`src/rtl/traffic_monitor.sv`:
```
// Passive checker for the 6-lamp bus of a 2-way traffic light controller: decodes phase, times runs, flags errors.
// Optional TRAFFIC_MON_COUNT_EN adds a saturating err_count output.
module traffic_monitor #(
  parameter int GREEN_CYC  = 15,
  parameter int YELLOW_CYC = 3,
  parameter int ALLRED_CYC = 3,
  parameter int CNT_W      = 8
) (
  input  logic       clk,
  input  logic       rst,
  input  logic       clr,
  input  logic       R1,
  input  logic       Y1,
  input  logic       G1,
  input  logic       R2,
  input  logic       Y2,
  input  logic       G2,
  output logic [2:0] phase,
  output logic       locked,
  output logic [3:0] err_flags,
  output logic       err_pulse
`ifdef TRAFFIC_MON_COUNT_EN
  ,
  output logic [7:0] err_count
`endif
);

  localparam logic [CNT_W-1:0] GREEN_L  = CNT_W'(GREEN_CYC);
  localparam logic [CNT_W-1:0] YELLOW_L = CNT_W'(YELLOW_CYC);
  localparam logic [CNT_W-1:0] ALLRED_L = CNT_W'(ALLRED_CYC);
  localparam logic [CNT_W-1:0] ONE_L    = CNT_W'(1);

  typedef enum logic [2:0] {
    PAT_NSG,
    PAT_NSY,
    PAT_ALLR,
    PAT_EWG,
    PAT_EWY,
    PAT_BAD
  } pat_e;

  logic [5:0]       lamp_d;
  logic [5:0]       lamp_q;
  logic             primed;
  logic             tracked;
  logic [CNT_W-1:0] run_len;

  pat_e             cur_pat;
  pat_e             prev_pat;
  logic             changed;
  logic [2:0]       succ_ph;
  logic [CNT_W-1:0] dur_cur;
  logic [3:0]       err_vec;
  logic             step_ok;
  logic [2:0]       step_ph;
  logic             any_err;

  function automatic pat_e decode(input logic [5:0] l);
    case (l)
      6'b001_100: decode = PAT_NSG;
      6'b010_100: decode = PAT_NSY;
      6'b100_100: decode = PAT_ALLR;
      6'b100_001: decode = PAT_EWG;
      6'b100_010: decode = PAT_EWY;
      default:    decode = PAT_BAD;
    endcase
  endfunction

  function automatic pat_e phase_pat(input logic [2:0] ph);
    case (ph)
      3'd0:    phase_pat = PAT_NSG;
      3'd1:    phase_pat = PAT_NSY;
      3'd3:    phase_pat = PAT_EWG;
      3'd4:    phase_pat = PAT_EWY;
      default: phase_pat = PAT_ALLR;
    endcase
  endfunction

  function automatic logic [CNT_W-1:0] dur_of(input logic [2:0] ph);
    case (ph)
      3'd0, 3'd3: dur_of = GREEN_L;
      3'd1, 3'd4: dur_of = YELLOW_L;
      default:    dur_of = ALLRED_L;
    endcase
  endfunction

  assign lamp_d   = {R1, Y1, G1, R2, Y2, G2};
  assign cur_pat  = decode(lamp_d);
  assign prev_pat = decode(lamp_q);
  assign changed  = (lamp_d != lamp_q);
  assign succ_ph  = (phase == 3'd5) ? 3'd0 : phase + 3'd1;
  assign dur_cur  = dur_of(phase);
  assign any_err  = |err_vec;

  // Sequence and timing are only judged on electrically sane patterns; a bad
  // pattern reports only its electrical fault(s).
  always_comb begin
    err_vec = 4'b0000;
    step_ok = 1'b0;
    step_ph = phase;
    if (primed) begin
      err_vec[0] = (Y1 | G1) & (Y2 | G2);
      err_vec[1] = !$onehot({R1, Y1, G1}) || !$onehot({R2, Y2, G2});
      if (cur_pat != PAT_BAD) begin
        if (locked) begin
          if (changed) begin
            if (cur_pat == phase_pat(succ_ph)) begin
              step_ok = 1'b1;
              step_ph = succ_ph;
            end else begin
              err_vec[2] = 1'b1;
            end
            if (tracked && run_len != dur_cur) err_vec[3] = 1'b1;
          end else if (tracked && run_len == dur_cur) begin
            err_vec[3] = 1'b1;
          end
        end else if (changed) begin
          // All-red is resolved by the yellow it was entered from, and by the green it exits to.
          if (prev_pat == PAT_NSG && cur_pat == PAT_NSY) begin
            step_ok = 1'b1;
            step_ph = 3'd1;
          end else if (prev_pat == PAT_NSY && cur_pat == PAT_ALLR) begin
            step_ok = 1'b1;
            step_ph = 3'd2;
          end else if (prev_pat == PAT_ALLR && cur_pat == PAT_EWG) begin
            step_ok = 1'b1;
            step_ph = 3'd3;
          end else if (prev_pat == PAT_EWG && cur_pat == PAT_EWY) begin
            step_ok = 1'b1;
            step_ph = 3'd4;
          end else if (prev_pat == PAT_EWY && cur_pat == PAT_ALLR) begin
            step_ok = 1'b1;
            step_ph = 3'd5;
          end else if (prev_pat == PAT_ALLR && cur_pat == PAT_NSG) begin
            step_ok = 1'b1;
            step_ph = 3'd0;
          end
        end
      end
    end
  end

  always_ff @(posedge clk or posedge rst) begin
    if (rst) begin
      lamp_q    <= 6'b000000;
      primed    <= 1'b0;
      run_len   <= '0;
      tracked   <= 1'b0;
      locked    <= 1'b0;
      phase     <= 3'd0;
      err_flags <= 4'b0000;
      err_pulse <= 1'b0;
    end else begin
      lamp_q    <= lamp_d;
      primed    <= 1'b1;
      if (!primed || changed) run_len <= ONE_L;
      else if (run_len != '1) run_len <= run_len + ONE_L;
      err_pulse <= any_err;
      err_flags <= clr ? err_vec : (err_flags | err_vec);
      if (any_err) begin
        locked  <= 1'b0;
        tracked <= 1'b0;
      end else if (step_ok) begin
        locked  <= 1'b1;
        tracked <= 1'b1;
        phase   <= step_ph;
      end
    end
  end

`ifdef TRAFFIC_MON_COUNT_EN
  always_ff @(posedge clk or posedge rst) begin
    if (rst) begin
      err_count <= 8'd0;
    end else if (clr) begin
      err_count <= {7'd0, any_err};
    end else if (any_err && err_count != 8'hff) begin
      err_count <= err_count + 8'd1;
    end
  end
`endif

endmodule
```
`config.mk`:
```
export PLATFORM = sky130hd
export DESIGN_NAME = traffic_monitor
export DESIGN_NICKNAME = d
export VERILOG_FILES = /design/src/rtl/traffic_monitor.sv
export SDC_FILE = /design/constraint.sdc
export NUM_CORES = 1
export LEC_CHECK = 0
export CAP_MARGIN = 20
export CORE_MARGIN = 2
export CORE_UTILIZATION = 50
export DETAILED_ROUTE_END_ITERATION = 12
export PLACE_DENSITY = 0.83
export SLEW_MARGIN = 10
export SYNTH_ARGS = -nofsm -noshare
export SYNTH_HDL_FRONTEND = slang
export SYNTH_SLANG_ARGS = --single-unit
export TNS_END_PERCENT = 20
```
`constraint.sdc`:
```
create_clock -name clk -period 2.6 [get_ports clk]
set_input_delay 0.52 -clock clk [delete_from_list [all_inputs] [get_ports clk]]
set_output_delay 0.52 -clock clk [all_outputs]
set_load 0.05 [all_outputs]
```
### After elaboration in Yosys (flattened, before gate mapping)

Index checks and enable logic that the tools add are counted.

| storage, ports and cells | value |
|---|---|
| flip-flop bits (word level) | 24 |
| input port bits | 9 |
| output and inout bits | 9 |
| logic and storage cells | 117 |

| operators by class | value |
|---|---|
| add/subtract/negate cells | 6 |
| equality and inequality tests | 32 |
| muxes and demuxes | 44 |
| bitwise logic cells | 5 |
| reductions and logical operators | 23 |

Operator list:

| operator | number |
|---|---|
| $mux 3 | 15 |
| $eq 6x6->1 const B | 6 |
| $pmux 3 s5 | 2 |
| $mux 1 | 19 |
| $eq 3x2->1 const B | 6 |
| $mux 8 | 2 |
| $eq 3x3->1 const B | 4 |
| $eq 6x4->1 const B | 2 |
| $eq 6x5->1 const B | 2 |
| $logic_not 3->1 | 4 |
| $mux 4 | 3 |
| $pmux 3 s4 | 1 |
| $eq 3x1->1 const B | 3 |
| $add 8x1->8 const B | 1 |
| $eq 8x8->1 | 1 |
| $logic_and 1x1->1 | 8 |
| $ne 8x8->1 | 1 |
| $ne 8x8->1 const B | 1 |
| $reduce_and 7->1 | 1 |
| $reduce_bool 7->1 | 1 |
| $ne 6x6->1 | 1 |
| $add 1x1->2 | 2 |
| $add 2x1->2 | 2 |
| $eq 2x1->1 const B | 2 |
| 14 further kinds | 20 |

### Longest topological paths before layout

Gate-level depths: netlist of the first run.

| logic depth | value |
|---|---|
| depth after elaboration | 17 |
| mapped depth | 11 |
| mapped depth without buffers | 10 |

### Least setup slack after synthesis of the first run

No wires, ideal clock.

| path | value |
|---|---|
| path type | reg2reg |
| start point | register phase[0] |
| end point | register phase[0] |
| library setup time | 0.125 ns |
| arrival time | 2.745 ns |
| data required time | 2.475 ns |
| path slack | -0.270 ns |
| stages on the path, launching flop included | 11 |
| buffers on the path | 1 |
| clock period less this slack | 2.870 ns |
| path through | dfrtp_1 -> buf_2 -> nand2_1 -> inv_1 -> ha_1 -> or4_1 -> a211oi_2 -> xor2_1 -> o211ai_1 -> a211o_1 -> mux2_4 |

| on the way | value |
|---|---|
| longest elaborated chain between the ends | 17 |
| elaborated cells on any way between the ends | 41 |
| classes of those cells | 1 x add/sub; 9 x eq/ne; 23 x mux; 1 x bitwise; 7 x reduce/logical |

RTL lines:

| what | line | text |
|---|---|---|
| from (decl) | 18 | `output logic [2:0] phase,` |
| from (signal assigned) | 166 | `phase <= step_ph;` |
| $add 3x1->3 or $eq 3x3->1 (tied branches) | 91 | `assign succ_ph = (phase == 3'd5) ? 3'd0 : phase + 3'd1;` |
| $mux 3 | 91 |  |
| $eq 3x3->1, or another cell as far along | 70 | `case (ph)` |
| $pmux 3 s4 | 70 |  |
| $mux 3 | 106 | `if (changed) begin` |
| $mux 3 | 105 | `if (locked) begin` |
| $mux 3 | 104 | `if (cur_pat != PAT_BAD) begin` |
| $mux 3 | 101 | `if (primed) begin` |
| $eq 3x3->1 | 107 | `if (cur_pat == phase_pat(succ_ph)) begin` |
| $mux 1 | 107 |  |
| $mux 1 | 106 |  |
| $mux 2 | 105 |  |
| $mux 2 | 104 |  |
| $mux 4 | 101 |  |
| $reduce_or 4->1 | 93 | `assign any_err = \|err_vec;` |
| $not 1->1 (no source line) | - |  |
| $reduce_and 7->1 (no source line) | - |  |

Several ways; a longest one is shown, not always the timed one. The select of a mux whose other input is x is not followed.
A chain may end at the register's enable or synchronous reset.

### Final worst setup path of the first run

| path | value |
|---|---|
| start point | input R1 |
| end point | register phase[1] |

| on the way | value |
|---|---|
| longest elaborated chain between the ends | 15 |
| elaborated cells on any way between the ends | 54 |
| classes of those cells | 1 x add/sub; 14 x eq/ne; 26 x mux; 1 x bitwise; 12 x reduce/logical |

RTL lines:

| what | line | text |
|---|---|---|
| from (decl) | 12 | `input logic R1,` |
| $eq 6x6->1, or another cell as far along | 59 | `case (l)` |
| $pmux 3 s5 | 59 |  |
| $logic_not 3->1 | 134 | `end else if (prev_pat == PAT_ALLR && cur_pat == PAT_NSG) begin` |
| $logic_and 1x1->1 | 134 |  |
| $mux 1 | 134 |  |
| $mux 1 | 131 | `end else if (prev_pat == PAT_EWY && cur_pat == PAT_ALLR) begin` |
| $mux 1 | 128 | `end else if (prev_pat == PAT_EWG && cur_pat == PAT_EWY) begin` |
| $mux 1 | 125 | `end else if (prev_pat == PAT_ALLR && cur_pat == PAT_EWG) begin` |
| $mux 1 | 122 | `end else if (prev_pat == PAT_NSY && cur_pat == PAT_ALLR) begin` |
| $mux 1 | 119 | `if (prev_pat == PAT_NSG && cur_pat == PAT_NSY) begin` |
| $mux 1 | 117 | `end else if (changed) begin` |
| $mux 1 | 105 |  |
| $mux 1 | 104 |  |
| $mux 1 | 101 |  |
| $reduce_and 7->1 (no source line) | - |  |

Several ways; a longest one is shown, not always the timed one. The select of a mux whose other input is x is not followed.

==> flow_summary_export.csv, run 1 <==
group,metric,value,unit
sta,max_slew.worst_pin.slew,0.4963,ns
setup_path,slowest_delay,0.44,ns
sta,setup_ws,-0.02788,ns
drt,vias,1621,
final_layout,drive_gt1_share,28.70,%
synthesis,synthDistinctLibCells,58,
die,die_area,3795,µm²
synthesis,syn_area,1659,µm²
job,drv_cap,0,
sta,hold_viol_final,0,
outcome,violations,"negative setup slack",
sta,rsz0062_at_grt,"yes",
setup_path,critPathRequiredTime,2.82,ns
drt,drt_iter0_drc,113,
power,intPower,612.9,µW
die,initial_core_util,53.47,%
die,dieWidth,61.61,µm
power,powerDensity,360.9,nW/µm²
synthesis,yosysTopAreaCellShare,36.20,%
die,die_h,61.61,µm
drt,drc,0,
power,p_clk_share,32.6,%
power,power_frac_comb,19.6,%
die,rows,20,
sta,min_period_over_period,101.1,%
power,total_power,829.0,µW
global_routing,antenna_found_initial,0,
power,ir_drop,0.5347,mV
cts,clk_latency,0.32,ns
worst_hold_path,min_path_type,"input port to async pin",
cts,cts_buffer_depth,2,
power,switching_share,26.06,%
final_layout,mostFrequentLayoutCell,"buf_4",
setup_path,path_cells,"clkdlybuf4s15_1, or3b_4, a211o_1, o41ai_4, nor2b_1, a31o_1, a211o_1, mux2_4",
synthesis,synthFlopType,"dfrtp_1",
setup_path,endpoint_kind,"register",
synthesis,synth-seq-area-share,36.20,%
placement,globalplace.congestion,0.8431,
sta,relSlewSlack,66.81,%
drt,drt-pass1-iter-count,4,
synthesis,syn_nets,188,
sta,worst_clock_skew,0.009477,ns
global_routing,grt_overflow,0,
cts,clock_sinks,24,
setup_path,path_class,"input port to register",
synthesis,syn_inst,175,
global_routing,grtUsageTotal,27.38,%
setup_path,path_max_fanout,4,
final_layout,finalNetCount,244,
die,coreArea,3103,µm²
final_layout,n_antenna_cell,0,
drt,vias_per_cell,5.916,
drt,detail_route.wl_per_cell,17.10,µm
global_routing,grt_max_degree,25,
sta,hold_slack,0.5353,ns
placement,hpwl,3.296,mm
drt,postRouteAntennaNets,0,
sta,timing.fmax,380.5,MHz
sta,post-route-min-period,2.628,ns
global_routing,grt_pass1_wl,7.548,mm
setup_path,cp.arrival,2.85,ns
final_layout,fin_util,74.03,%
final_layout,fillers,237,
setup_path,cpMostUsedCell,"a211o_1",
setup_path,slowest_stage,"or3b_4",
global_routing,grt_pass1_vias,1557,
final_layout,syn_to_final_growth,38.46,%
cts,cts_tree,"done",
power,p_switching,216.1,µW
placement,dpl-instance-area,2115,µm²
cts,path_clk_slew,0.14,ns
power,seq_power_share,47.8,%
synthesis,ys_seq_elements,24,
cts,h-tree-depth,1,
placement,portBuffers,17,
drt,totalWireLength,4.685,mm
cts,cts_buffers,3,
synthesis,async_flop_share,100.0,%
synthesis,synth_area_leaders,"dfrtp_1 (36%), xnor2_1 (3.7%), o21ai_0 (3.3%)",
sta,drv_slew,0,
final_layout,fin_area,2297,µm²
synthesis,synth_area_per_cell,9.481,µm²
synthesis,synth_edf_count,0,
die,pin_count,18,
setup_path,start_kind,"input port",
outcome,status,"complete, but fails checks",
power,leakagePower,0.0009983,µW
cts,cts-root-buf,"clkbuf_4",
sta,setup_viol_count_final,2,
synthesis,yosysWarnings,0,
sta,fin_tns_setup,-0.05409,ns
synthesis,yosysTopAreaCell,"dfrtp_1",
final_layout,mostFrequentLayoutCells,"buf_4 (40), dfrtp_1 (23), nor2_1 (13)",
## cells in the mapped netlist, types with 2 or more instances
master and n:
fa_1 2, nand4b_1 2, inv_1 11, o311ai_1 2, a21oi_1 3, o22ai_1 2
nand3b_1 2, nor4_1 5, nor4bb_1 2, nor3b_1 4, nand4_1 3, xnor2_1 7
xor2_1 6, mux2i_1 3, nor2b_1 3, o211ai_1 2, dfrtp_1 24, nand3_1 6
nand2_1 7, o21ai_0 11, a211oi_1 2, nor2_1 13, a211o_1 2, nand2b_1 4
a31oi_1 3, nor3_1 3, mux2_4 2, buf_2 6, ha_1 2, or4_1 2
nor4b_1 2
## logic make-up (layout without fill, tap and decap cells)
kind of cell / after synthesis / count (layout) / share of synthesized area [%]
simple gates: 69 / 69 / 26.25
compound gates: 40 / 40 / 17.72
flops: 24 / 24 / 36.20
buf+inv: 19 / 74 / 5.203
xor+xnor: 13 / 13 / 6.863
mux: 5 / 5 / 3.620
fa+ha+maj: 4 / 4 / 3.921
other cells: 1 / 1 / 0.2260
## critical path: cells and delay by family
kind | cells | cell delay (ns)
simple gates | 2 | 0.55
mux | 1 | 0.32
buf+inv | 1 | 0.27
compound gates | 4 | 1.20
## what timing repair did
action                     4_1_cts  5_1_grt
pin swaps                        6        8
setup buffers                    1        4
resized for setup               11       13
hold buffers                     0        0
setup endpoints to repair        3        4
## path summary, 6_finish.rpt
check,cells after the start,startpoint,end,slack [ns]
min,3,rst,run_len[5],0.54
min in group clk,2,err_flags[1],err_flags[1],0.54
max reg2reg,9,phase[0],phase[1],0.02
max,8,R1,phase[1],-0.03
min reg2reg,2,err_flags[1],err_flags[1],0.54
max in group asynchronous,3,rst,phase[0],1.82
## area by class of cell
| class | instances | area, µm² | area share (%) |
|---|---|---|---|
| Multi-Input combinational cell | 132 | 1056 | 45.97 |
| Sequential cell | 24 | 601.8 | 26.20 |
| Timing Repair Buffer | 58 | 486.7 | 21.19 |
| Tap cell | 44 | 55.05 | 2.397 |
| Inverter | 12 | 45.04 | 1.961 |
| Clock inverter | 1 | 30.03 | 1.307 |
| Clock buffer | 3 | 22.52 | 0.9804 |
## state kept, by name (all words and copies together) (netlist names)
name       flops
tracked        1
run_len        8
phase          3
err_pulse      1
err_flags      4
primed         1
lamp_q         6
## layer usage
layer / GRT usage [%] / vias to the layer above / part of all wire (%)
met2: 44.51 / 65 / 50
met4: 9.119 / 0 / 1.7
met5: 0 / - / 0
li1: - / 760 / -
met3: 4.202 / 9 / 6.5
met1: 37.55 / 787 / 42
## stage by stage
step	setup WS, ns	std cells
finish	-0.02788	274
global route	-0.09307	274
CTS	-0.05418	270
detailed placement	-0.6238	265
global placement	-0.4983	265
floorplan	-0.1465	175
## power groups by stage
stage	Combinational [µW]	Sequential, µW	Clock, µW
detailed placement	153	402	0
global placement	149	401	0
floorplan	68.7	416	0
finish	163	396	270
CTS	155	395	274
global route	176	397	282
Power figures use the tool's default switching activity.
==> run 2, diff against run 1 <==
- CORE_UTILIZATION: 50 -> 56
- PLACE_DENSITY: 0.83 -> 0.87
- clock period: 2.6 -> 2.5 ns (I/O delays scaled with it)
==> flow_summary_export.csv, run 2 (synthesis gave the netlist of run 1 again) <==
group,metric,value,unit
outcome,status,"complete, but fails checks",
outcome,violations,"negative setup slack",
sta,rsz0062_at_grt,"yes",
cts,clock_sinks,24,
cts,cts-root-buf,"clkbuf_4",
setup_path,endpoint_kind,"register",
sta,worst_clock_skew,0.005754,ns
die,pin_count,18,
sta,timing.fmax,374.5,MHz
setup_path,path_cells,"nand2_2, inv_2, ha_4, or4_4, a211oi_4, xor2_1, o211ai_1, a211o_1, mux2_4",
setup_path,path_max_fanout,3,
final_layout,mostFrequentLayoutCells,"buf_4 (51), dfrtp_1 (23), nor2_1 (13)",
global_routing,grt_pass1_vias,1846,
power,p_switching,238.7,µW
die,die_h,58.43,µm
die,coreArea,2781,µm²
placement,portBuffers,17,
cts,h-tree-depth,1,
sta,max_slew.worst_pin.slew,0.5147,ns
power,ir_drop,0.4981,mV
final_layout,largest_register_ffs,8,
placement,globalplace.congestion,0.9762,
sta,drv_slew,0,
final_layout,multi_input_area,1084,µm²
final_layout,n_antenna_cell,0,
power,seq_power_share,46.4,%
cts,cts_buffer_depth,2,
power,total_power,887.1,µW
power,intPower,648.4,µW
power,switching_share,26.91,%
cts,clk_latency,0.33,ns
drt,postRouteAntennaNets,0,
drt,vias,1811,
global_routing,antenna_found_initial,0,
sta,hold_slack,0.4662,ns
placement,hpwl,3.685,mm
drt,vias_per_cell,6.634,
drt,drt_iter0_drc,124,
final_layout,drive_gt1_share,33.47,%
setup_path,slowest_delay,0.51,ns
final_layout,final_cells,273,
worst_hold_path,min_path_type,"input port to async pin",
final_layout,regArea,601.8,µm²
global_routing,grt_overflow,0,
die,dieWidth,58.43,µm
final_layout,regMostFlops,"run_len",
sta,post-route-min-period,2.670,ns
power,p_clk_share,32.0,%
die,die_area,3414,µm²
power,leakagePower,0.001062,µW
setup_path,start_kind,"register",
setup_path,slowest_stage,"or4_4",
global_routing,grtUsageTotal,34.89,%
final_layout,mostFrequentLayoutCell,"buf_4",
final_layout,finalNetCount,256,
final_layout,fin_area,2401,µm²
sta,hold_viol_final,0,
job,drv_cap,0,
die,rows,19,
power,power_frac_comb,21.5,%
cts,cts_tree,"done",
sta,min_period_over_period,106.8,%
drt,detail_route.wl_per_cell,20.00,µm
global_routing,grt_max_degree,16,
die,initial_core_util,59.65,%
final_layout,fin_util,86.32,%
power,powerDensity,369.5,nW/µm²
global_routing,grt_pass1_wl,8.776,mm
final_layout,fillers,142,
setup_path,reg2reg_slack,-0.17,ns
setup_path,cp.arrival,2.90,ns
drt,totalWireLength,5.460,mm
final_layout,reg.largest.list,"run_len: 8 flops, lamp_q: 6 flops, err_flags: 4 flops",
setup_path,path_class,"register to register",
cts,path_clk_slew,0.13,ns
drt,drt-pass1-iter-count,4,
drt,drc,0,
sta,setup_ws,-0.1702,ns
final_layout,syn_to_final_growth,44.72,%
sta,relSlewSlack,65.58,%
placement,dp_cells,260,
cts,cts_buffers,3,
placement,dpl-instance-area,2158,µm²
sta,setup_viol_count_final,3,
setup_path,critPathRequiredTime,2.73,ns
cts,cts_hold_buf,0,
run 2: cell count changes in the layout (fill, tap and decap cells not counted), sizes merged:
cell,delta
dlygate4sd2,+1
buf,+12
clkdlybuf4s15,-1
run 2: worst max-delay path: cells and delay by family, from the launching register on:
kind	cells	cell delay, ns
XOR/XNOR	1	0.25
adder cells (fa/ha/maj)	1	0.16
AO/OA/AOI/OAI	3	0.78
multiplexers	1	0.31
buffers and inverters	1	0.04
flip-flops	1	0.44
AND/OR/NAND/NOR	2	0.59
run 2: power by group through the flow:
stage                     sequential (µW)  combinational, µW  clock, µW
after detailed placement              418                172          0
after global routing                  413                204        299
after global placement                417                164          0
after CTS                             411                180        288
after floorplan                       432               71.5          0
final                                 412                191        284
run 2: routing by layer:
metal	GRT usage, %	vias to the layer above	wire (µm)
li1	-	794	-
met1	42.86	867	2134
met2	59.23	114	2596
met3	5.934	36	427
met4	17.28	0	301
met5	0	-	0
run 2: area by class of cell:
type | count | area share, %
Clock buffer | 3 | 0.9380
Clock inverter | 1 | 1.251
Inverter | 12 | 1.876
Multi-Input combinational cell | 132 | 45.13
Sequential cell | 24 | 25.07
Tap cell | 31 | 1.615
Timing Repair Buffer | 70 | 24.13
run 2: through the flow:
step	setup TNS, ns	setup WS (ns)
finish	-0.4695	-0.1702
global route	-0.6965	-0.2448
CTS	-0.6073	-0.1697
detailed placement	-3.108	-0.6848
global placement	-2.429	-0.5695
floorplan	-0.5631	-0.2465
run 2: worst paths after layout:
check,startpoint,endpoint,cells past startpoint
max,phase[0],phase[1],9
min in group clk,Y1,lamp_q[4],2
max reg2reg,phase[0],phase[1],9
min reg2reg,err_flags[3],err_flags[3],2
max in group asynchronous,rst,err_flags[0],3
min,rst,tracked,2
run 2: what timing repair did:
action / 4_1_cts / 5_1_grt
setup buffers: 5 / 4
endpoints found under the setup margin: 5 / 5
pin swaps: 10 / 9
hold endpoints to repair: 0 / 0
gates resized for setup: 14 / 15
==> run 3, diff against run 2 <==
- REMOVE_ABC_BUFFERS: unset -> 1
==> flow_summary_export.csv, run 3 (synthesis gave the netlist of run 1 again) <==
group,metric,value,unit
outcome,status,"complete, but fails checks",
outcome,violations,"negative setup slack",
die,die_area,3414,µm²
final_layout,fin_util,84.48,%
cts,clock_sinks,24,
drt,vias_per_cell,6.427,
die,rows,19,
sta,rsz0062_at_grt,"yes",
sta,max_slew.worst_pin.slew,0.5196,ns
sta,fin_tns_setup,-0.5565,ns
final_layout,fin_area,2350,µm²
drt,vias,1716,
final_layout,n_antenna_cell,0,
setup_path,slowest_stage,"clkdlybuf4s50_1",
placement,portBuffers,17,
final_layout,finalNetCount,250,
power,p_switching,254.7,µW
final_layout,syn_to_final_growth,41.63,%
setup_path,slowest_delay,0.51,ns
setup_path,cp.arrival,2.93,ns
job,drv_cap,0,
placement,globalplace.congestion,0.9327,
global_routing,grt_pass1_wl,8.155,mm
setup_path,cp_num_buf_inv,3,
die,coreArea,2781,µm²
sta,worst_clock_skew,0.01195,ns
sta,post-route-min-period,2.693,ns
placement,hpwl,3.292,mm
die,dieWidth,58.43,µm
final_layout,mostFrequentLayoutCells,"buf_4 (44), dfrtp_1 (24), nor2_1 (13)",
drt,drc,0,
drt,detail_route.wl_per_cell,20.14,µm
final_layout,fillers,137,
drt,totalWireLength,5.377,mm
cts,cts_hold_buf,0,
sta,setup_viol_count_final,4,
cts,clk_latency,0.35,ns
sta,hold_viol_final,0,
setup_path,path_class,"input port to register",
cts,cts-root-buf,"clkbuf_4",
sta,drv_slew,0,
power,ir_drop,0.5074,mV
drt,postRouteAntennaNets,0,
setup_path,path_cells,"clkdlybuf4s50_1, buf_6, inv_1, fa_1, nand4bb_1, nand2_1, o211ai_1, a211o_1, mux2_4",
final_layout,reg.largest.list,"run_len: 8 flops, lamp_q: 6 flops, err_flags: 4 flops",
die,initial_core_util,59.65,%
setup_path,crit_family,"buffers and inverters",
setup_path,start_kind,"input port",
placement,dp_cells,258,
final_layout,largest_register_ffs,8,
power,intPower,644.1,µW
final_layout,mostFrequentLayoutCell,"buf_4",
cts,cts_tree,"done",
power,p_clk_share,33.1,%
setup_path,path_max_fanout,12,
power,leakagePower,0.001025,µW
cts,cts_buffer_depth,2,
sta,timing.fmax,371.3,MHz
setup_path,endpoint_kind,"register",
placement,dpl-instance-area,2142,µm²
setup_path,critPathRequiredTime,2.74,ns
die,pin_count,18,
cts,cts_buffers,3,
sta,hold_slack,0.4743,ns
final_layout,final_cells,267,
drt,drt-pass1-iter-count,5,
final_layout,drive_gt1_share,30.08,%
sta,min_period_over_period,107.7,%
final_layout,regMostFlops,"run_len",
global_routing,grt_overflow,0,
global_routing,grt_max_degree,25,
global_routing,grt_pass1_vias,1704,
global_routing,grtUsageTotal,32.24,%
cts,path_clk_slew,0.15,ns
power,power_frac_comb,21.1,%
sta,setup_ws,-0.1930,ns
drt,drt_iter0_drc,132,
sta,relSlewSlack,65.25,%
die,die_h,58.43,µm
power,powerDensity,382.5,nW/µm²
cts,h-tree-depth,1,
global_routing,antenna_found_initial,0,
power,switching_share,28.34,%
worst_hold_path,min_path_type,"input port to register",
power,seq_power_share,45.8,%
==> run 3: metal layers <==
layer | global-route usage [%] | part of all wire, % | vias to the layer above
met3 | 4.396 | 7.1 | 27
met2 | 50.56 | 48 | 100
met5 | 0 | 0 | -
li1 | - | - | 776
met1 | 41.07 | 39 | 813
met4 | 22.92 | 5.5 | 0
==> run 3: worst reg2reg max path, stage by stage (launching register included) <==
cell and delay, ns:
dfrtp_1 0.42, nand2_2 0.09, inv_2 0.04, ha_4 0.15
or4_4 0.49, a211oi_4 0.31, xor2_2 0.21, o211ai_1 0.16
a211o_1 0.32, mux2_4 0.32
==> run 3: timing repair <==
| action | 4_1_cts | 5_1_grt |
|---|---|---|
| buffers inserted | 2 | 3 |
| pin swaps | 6 | 5 |
| setup endpoints to repair | 5 | 5 |
| gates resized for setup | 13 | 13 |
==> run 3: worst paths after layout <==
kind,from,end,depth (start not counted),slack [ns]
max,G2,phase[1],9,-0.19
min,R1,lamp_q[5],2,0.47
max reg2reg,phase[0],phase[1],9,-0.11
min reg2reg,primed,run_len[0],1,0.54
max in group asynchronous,rst,err_pulse,3,1.76
min in group asynchronous,rst,err_flags[0],3,0.49
==> run 3: cell type report <==
| cell class | count | area [µm²] | area share (%) |
|---|---|---|---|
| Inverter | 12 | 45.04 | 1.917 |
| Timing Repair Buffer | 64 | 535.5 | 22.79 |
| Sequential cell | 24 | 600.6 | 25.56 |
| Clock inverter | 1 | 30.03 | 1.278 |
| Tap cell | 31 | 38.79 | 1.651 |
| Clock buffer | 3 | 22.52 | 0.9585 |
| Multi-Input combinational cell | 132 | 1077 | 45.85 |
==> run 3: power groups by stage <==
stage          logic (µW)  registers [µW]  clock network, µW
3_3_place_gp          159             417                  0
6_report              189             412                298
3_5_place_dp          164             417                  0
5_1_grt               202             413                310
2_1_floorplan        57.3             432                  0
4_1_cts               173             410                295
==> run 3: through the flow <==
stage / total power [µW] / setup WS [ns]
2_1_floorplan: 489.8 / -0.2922
3_3_place_gp: 575.9 / -0.5342
3_5_place_dp: 581.5 / -0.6214
4_1_cts: 878.1 / -0.1433
5_1_grt: 923.9 / -0.2531
6_report: 898.8 / -0.1930
